==> src/rtl/pipe_ctrl.sv <==
// Pipeline controller: stall/flush arbitration, exception redirect with a
// valid/ready handoff to fetch, and stall-cycle counter plus sticky watchdog.
module pipe_ctrl #(
    parameter int NSTAGE  = 5,
    parameter int ADDR_W  = 32,
    parameter int TIMEOUT = 1024
) (
    input  logic              clk,
    input  logic              rst,
    input  logic [NSTAGE-1:0] stallreq,
    input  logic              exc_flag,
    input  logic              exc_is_intr,
    input  logic              exc_is_tlbr,
    input  logic              exc_is_eret,
    input  logic              cp0_bev,
    input  logic              cp0_exl,
    input  logic              cp0_erl,
    input  logic              cp0_iv,
    input  logic [ADDR_W-1:0] cp0_ebase,
    input  logic [ADDR_W-1:0] cp0_epc,
    input  logic [ADDR_W-1:0] cp0_errorepc,
    input  logic              redir_ready,
    output logic [NSTAGE-1:0] stall,
    output logic [NSTAGE-1:0] flush,
    output logic              redir_valid,
    output logic [ADDR_W-1:0] redir_pc,
    output logic [31:0]       stall_cycles,
    output logic              stall_timeout
);

    localparam int WD_W = $clog2(TIMEOUT + 1);

    localparam logic [ADDR_W-1:0] BEV_BASE = ADDR_W'(32'hBFC0_0200);
    localparam logic [ADDR_W-1:0] OFF_180  = ADDR_W'(12'h180);
    localparam logic [ADDR_W-1:0] OFF_200  = ADDR_W'(12'h200);

    logic [NSTAGE-1:0] arb_stall;
    logic [NSTAGE-1:0] arb_flush;
    logic [ADDR_W-1:0] base;
    logic [ADDR_W-1:0] target;
    logic [WD_W-1:0]   wd_cnt;

    // A stage stalls when it or any younger-indexed-above stage requests a
    // stall; stages 0 and 1 always stall together, so the hold point is >= 1.
    // NOTE: every always_comb output gets a default first so no latch is inferred.
    always_comb begin
        logic acc;
        acc       = 1'b0;
        arb_stall = '0;
        arb_flush = '0;
        for (int i = NSTAGE - 1; i >= 2; i--) begin
            acc          = acc | stallreq[i];
            arb_stall[i] = acc;
        end
        arb_stall[1] = |stallreq;
        arb_stall[0] = |stallreq;
        // The bubble goes into the first stage above the held block.
        for (int i = 2; i < NSTAGE; i++) begin
            arb_flush[i] = arb_stall[i-1] & ~arb_stall[i];
        end
    end

    always_comb begin
        stall = '0;
        flush = '0;
        if (exc_flag) begin
            flush = '1;
        end else begin
            stall    = arb_stall;
            flush    = arb_flush;
            stall[0] = arb_stall[0] | redir_valid;
        end
    end

    // Priority: ERET, then TLB refill, then interrupt, then general exception.
    always_comb begin
        base   = cp0_bev ? BEV_BASE : cp0_ebase;
        target = base + OFF_180;
        if (exc_is_eret) begin
            target = cp0_erl ? cp0_errorepc : cp0_epc;
        end else if (exc_is_tlbr) begin
            target = base + (cp0_exl ? OFF_180 : '0);
        end else if (exc_is_intr) begin
            target = base + (cp0_iv ? OFF_200 : OFF_180);
        end
    end

    // A new exception always wins over acceptance of the pending redirect.
    // NOTE: sequential state uses non-blocking assignments so every register
    // samples pre-edge values regardless of statement order.
    always_ff @(posedge clk or posedge rst) begin
        if (rst) begin
            redir_valid <= 1'b0;
            redir_pc    <= '0;
        end else if (exc_flag) begin
            redir_valid <= 1'b1;
            redir_pc    <= target;
        end else if (redir_ready) begin
            redir_valid <= 1'b0;
        end
    end

    // Watchdog count saturates at TIMEOUT; the timeout flag is sticky until reset.
    always_ff @(posedge clk or posedge rst) begin
        if (rst) begin
            stall_cycles  <= '0;
            wd_cnt        <= '0;
            stall_timeout <= 1'b0;
        end else if (|stall) begin
            stall_cycles <= stall_cycles + 32'd1;
            if (wd_cnt != WD_W'(TIMEOUT)) begin
                wd_cnt <= wd_cnt + WD_W'(1);
            end
            if (wd_cnt == WD_W'(TIMEOUT - 1)) begin
                stall_timeout <= 1'b1;
            end
        end else begin
            wd_cnt <= '0;
        end
    end

endmodule

==> config.mk <==
export PLATFORM = sky130hd
export DESIGN_NAME = pipe_ctrl
export DESIGN_NICKNAME = d
export VERILOG_FILES = /design/src/rtl/pipe_ctrl.sv
export SDC_FILE = /design/constraint.sdc
export NUM_CORES = 1
export LEC_CHECK = 0
export ABC_CLOCK_PERIOD_IN_PS = 2700
export CORE_MARGIN = 1.5
export CORE_UTILIZATION = 30
export DETAILED_ROUTE_END_ITERATION = 16
export PLACE_DENSITY = 0.62
export SYNTH_ARGS = -nofsm -noshare
export SYNTH_HDL_FRONTEND = slang
export SYNTH_SLANG_ARGS = --single-unit
==> constraint.sdc <==
create_clock -name clk -period 2.7 [get_ports clk]
set_clock_uncertainty 0.05 [all_clocks]
set_input_delay 0.54 -clock clk [delete_from_list [all_inputs] [get_ports clk]]
set_output_delay 0.54 -clock clk [all_outputs]
set_load 0.03 [all_outputs]
Yosys cells after proc, flatten, opt, wreduce, memory -nomap -nowiden. Cells that the tools add are included.

Input port bits: 112. Register bits: 77. Word-level logic and storage cells: 39.

Reductions and logical operators: 4. Mux-type cells: 13. Bitwise logic cells: 9. Eq/ne operators: 3. Add/sub/neg operators: 5.

Operators with widths (number): 32-bit two-way mux (5); 32-bit by 1-bit adder with 32-bit output (second input constant) (1); 32-bit by 10-bit adder with 32-bit output (1); 32-bit by 9-bit adder with 32-bit output (1); 32-bit by 9-bit adder with 32-bit output (second input constant) (1); 11-bit two-way mux (2); 11-bit by 1-bit adder with 11-bit output (second input constant) (1); 11-bit by 10-bit == test with 1-bit output (second input constant) (1); 11-bit inequality test (second input constant) (1); 10-bit two-way mux (1); 5-bit two-way mux (2); 5-bit OR reduction (2); 9-bit two-way mux (1); 1-bit bitwise AND (3); 1-bit inverter (3); 1-bit bitwise OR (3); 1-bit two-way mux (2); 2-bit by 1-bit inequality test with 1-bit output (second input constant) (1); 2-bit AND reduction (1); 2-bit nonzero test (1).

Depth between registers and ports, before layout. Gate-level depths: netlist of the first run.

Depth in word-level cells: 5. Mapped depth: 11. Mapped depth without buffers: 8.

Worst setup path before layout of the first run. OpenSTA, ideal clock, no wires.

Path type: input to register. From: input cp0_bev. To: register redir_pc[27]. Stages on the path: 11. Path slack: -0.580 ns. Arrival: 3.104 ns. Setup time: 0.126 ns. Required time: 2.524 ns. Cell sequence: clkbuf_1 clkbuf_1 buf_1 or2_2 ha_1 nand2_1 or4_4 buf_6 a2111oi_0 a21oi_1 a221o_1.

Longest elaborated chain between the ends: 5. Elaborated cells on any way between the ends: 7. Classes of those cells: add/sub (3); mux (4).

Ends and longest elaborated chain: from (decl) (RTL line 15) `input logic cp0_bev,`; 32-bit two-way mux * (RTL line 77) `base = cp0_bev ? BEV_BASE : cp0_ebase;`; 32-bit by 9-bit adder with 32-bit output / 32-bit by 10-bit adder with 32-bit output (equally long branches) (RTL line 78, 84); 32-bit two-way mux (RTL line 83) `end else if (exc_is_intr) begin`; 32-bit two-way mux * (RTL line 81) `end else if (exc_is_tlbr) begin`; 32-bit two-way mux * (RTL line 79) `if (exc_is_eret) begin`; to (signal assigned) (RTL line 97) `redir_pc <= target;`; to (decl) (RTL line 26) `output logic [ADDR_W-1:0] redir_pc,`.

Mark *: on every way between the ends. The rest lies on a longest branch, timed or not. A chain may end at the register's enable or synchronous reset.

Final worst setup path of the first run.
From: input cp0_exl. To: register redir_pc[27].

Longest elaborated chain between the ends: 4.

Ends and longest elaborated chain: from (decl) (RTL line 16) `input logic cp0_exl,`; 9-bit two-way mux (RTL line 82) `target = base + (cp0_exl ? OFF_180 : '0);`; 32-bit by 9-bit adder with 32-bit output (RTL line 82); 32-bit two-way mux (RTL line 81); 32-bit two-way mux (RTL line 79).

No other way between the ends.

==> results of run 1 <==
## power breakdown
group	leakage, nW	switching (mW)	total (mW)	internal (mW)
clock	0.141	0.486	1.22	0.738
combinational	2.01	0.600	1.15	0.554
sequential	0.978	0.119	1.39	1.27
## final cells by class
| type | count | area [um2] | area share, % |
|---|---|---|---|
| repair buffers | 242 | 2310 | 31.0 |
| multi-input cells | 376 | 2600 | 35.0 |
| inverters | 19 | 75.1 | 1.01 |
| clock inverters | 5 | 58.8 | 0.790 |
| flip-flops and latches | 77 | 1930 | 25.9 |
| well taps | 188 | 235 | 3.16 |
| clock buffers | 10 | 239 | 3.21 |
## sequential cells by signal, summed over array words and instances (netlist names)
register and cells:
redir_pc 32, stall_cycles 32, wd_cnt 11, redir_valid 1, stall_timeout 1
## per-stage QoR
stage	hold slack (ps)	std cells	cell area, um2	util [%]	TNS [ps]
6_report	426	917	7440	49.1	0
5_1_grt	439	917	7440	49.1	0
4_1_cts	426	917	7400	48.9	0
3_5_place_dp	415	902	7100	46.9	-5580
3_3_place_gp	411	902	7100	46.9	-4330
2_1_floorplan	423	494	4700	-	-917
## layout by cell type (no fill, tap or decap), types with 9 or more instances in the layout
cell type        instances
clkbuf_16                9
clkdlybuf4s50_1        171
xnor2_1                 37
inv_1                   16
nand4_1                 14
o21ai_0                 10
dfrtp_1                 77
nand2_1                 42
a21oi_1                 14
o221ai_1                11
nor2_1                  57
xor2_1                  19
nor3_1                  15
mux2i_1                 23
mux2_2                  14
nand3_1                 21
buf_4                   61
## worst max-delay path, cell delays in order
cell and delay (ps):
clkdlybuf4s50_1 410, or2b_1 250, nand2_2 120, xnor2_1 90
ha_1 230, buf_4 140, a21o_1 210, buf_4 140
o211ai_1 160, a21oi_1 100, a221o_1 320
## per-layer routing
layer,up-vias,global-route usage [%],share of wire (%)
li1,2246,-,-
met1,2214,24.4,43
met2,144,31.9,47
met3,23,4.15,7.2
met4,0,6.95,2.0
met5,-,0,0
## repair_timing
| action | in CTS | in global routing |
|---|---|---|
| pin swaps | 0 | 7 |
| resized for setup | 3 | 8 |
| endpoints found under the setup margin | 2 | 17 |
## path summary, 6_finish.rpt
kind | from | to | slack (ps)
setup / recovery | cp0_exl | redir_pc[27] | 150
max in group asynchronous | rst | redir_pc[24] | 1700
hold / removal | stall_cycles[31] | stall_cycles[31] | 430
setup reg to reg | stall_cycles[0] | stall_cycles[24] | 580
min in group asynchronous | rst | stall_cycles[8] | 560
hold reg to reg | stall_cycles[31] | stall_cycles[31] | 430
## logic make-up (layout without fill, tap and decap cells)
family	Yosys count	count (layout)	synth area share, %
xor gates and xnor gates	56	56	10.6
muxes	37	37	8.36
buffers and inverters	41	276	3.69
adders and majority gates	5	5	1.35
AOI/OAI and AO/OA	78	78	12.7
and+or+nand+nor	200	200	21.8
DFF	77	77	41.5
==> results.sh, run 1 <==
export IMPL_status="finished, final reports clean"
export IMPL_grt_overflow_total=0
export IMPL_ys_flop_type="dfrtp_1"
export IMPL_synthArstFlopShare_pct=100
export IMPL_rsz0062_at_grt="false"
export IMPL_yosysTopAreaCell="dfrtp_1"
export IMPL_cts_root_buf="clkbuf_16"
export IMPL_drt_iter0_markers=208
export IMPL_synthTopCellsByArea="dfrtp_1 (42%), xnor2_1 (7.0%), mux2i_1 (5.0%)"
export IMPL_yosys_warnings=0
export IMPL_gp_congestion=0.911
export IMPL_dp_hpwl_um=12000
export IMPL_syn_to_final_growth_pct=60.4
export IMPL_drc_errors=0
export IMPL_synth_top_cell_area_share_pct=41.5
export IMPL_power_mw=3.77
export IMPL_row_count=45
export IMPL_clock_latency_ps=330
export IMPL_cap_violations=0
export IMPL_cts_buffers=9
export IMPL_vias=4627
export IMPL_cts_tree="built"
export IMPL_syn_area_per_cell_um2=9.39
export IMPL_hold_buffers=0
export IMPL_htree_levels=3
export IMPL_vias_per_cell=5.05
export IMPL_grt_pass1_wl_um=24300
export IMPL_cp_start_kind="input pin"
export IMPL_die_area_um2=16200
export IMPL_antennaDiodeCount=0
export IMPL_io_pins=188
export IMPL_worstSetupEndpointType="register"
export IMPL_first_pass_iters=4
export IMPL_yosysUniqueCellTypes=55
export IMPL_antenna_found_initial=0
export IMPL_synth_edf_count=0
export IMPL_grt_pass1_vias=4763
export IMPL_core_area_um2=15100
export IMPL_fin_nets=842
export IMPL_synth_top_cells_by_count="dfrtp_1 (77), nor2_1 (57), nand2_1 (44), xnor2_1 (37), mux2i_1 (23)"
export IMPL_layout_drive_gt1_share_pct=14.8
export IMPL_clkTransAtPathRegs_ps=70
export IMPL_fillers=1394
export IMPL_postCtsSetupRepairBufs=0
export IMPL_fin_ws_ps=148
export IMPL_grtUsageTotal_pct=19.1
export IMPL_synthCells=494
export IMPL_synth_seq_cells=77
export IMPL_wl_per_cell_um=16.6
export IMPL_synth_most_common_cell="dfrtp_1"
export IMPL_p_per_area_nw_per_um2=506
export IMPL_critPathKind="input pin to register"
export IMPL_netlist_area_um2=4640
export IMPL_synth_nets=611
export IMPL_start_util_pct=30.6
export IMPL_routed_wl_um=15200
export IMPL_numPortBuffers=187
export IMPL_peakVddDrop_uv=248
export IMPL_post_place_ws_ps=-399
export IMPL_path_max_fanout=3
export IMPL_period_share_pct=94.5
export IMPL_hold_viol=0
export IMPL_drv_slew=0
export IMPL_cts_sinks=77
export IMPL_yosysSeqAreaShare_pct=41.5
export IMPL_ant_nets=0
export IMPL_finalSetupViolations=0
export IMPL_leakagePower_nw=3.13
export IMPL_grt_max_degree=78
export IMPL_fp_dieW_um=127
export IMPL_worst_slew_pin_slew_ps=655
export IMPL_clock_path_buffers=2
export IMPL_die_h_um=127
export IMPL_holdCritPathClass="register to register"
export IMPL_relSlewSlack_pct=56.1
export IMPL_rr_worst_depth=7
export IMPL_worstPathArrival_ps=2720
export IMPL_crit_required_ps=2870
export IMPL_min_delay_path_depth=1
export IMPL_timing_fmax_mhz=392
export IMPL_fin_crit_ps=2550
No activity file was read; power rests on OpenSTA's default activity.
==> inputs of run 2 (changes only) <==
--- a/config.mk
+++ b/config.mk
@@ -10,6 +10,7 @@
 export CORE_UTILIZATION = 30
 export DETAILED_ROUTE_END_ITERATION = 16
 export PLACE_DENSITY = 0.62
+export SLEW_MARGIN = 0
 export SYNTH_ARGS = -nofsm -noshare
 export SYNTH_HDL_FRONTEND = slang
 export SYNTH_SLANG_ARGS = --single-unit
==> results of run 2 <==
Final layout, timing and power as in run 1 (identical DEF).
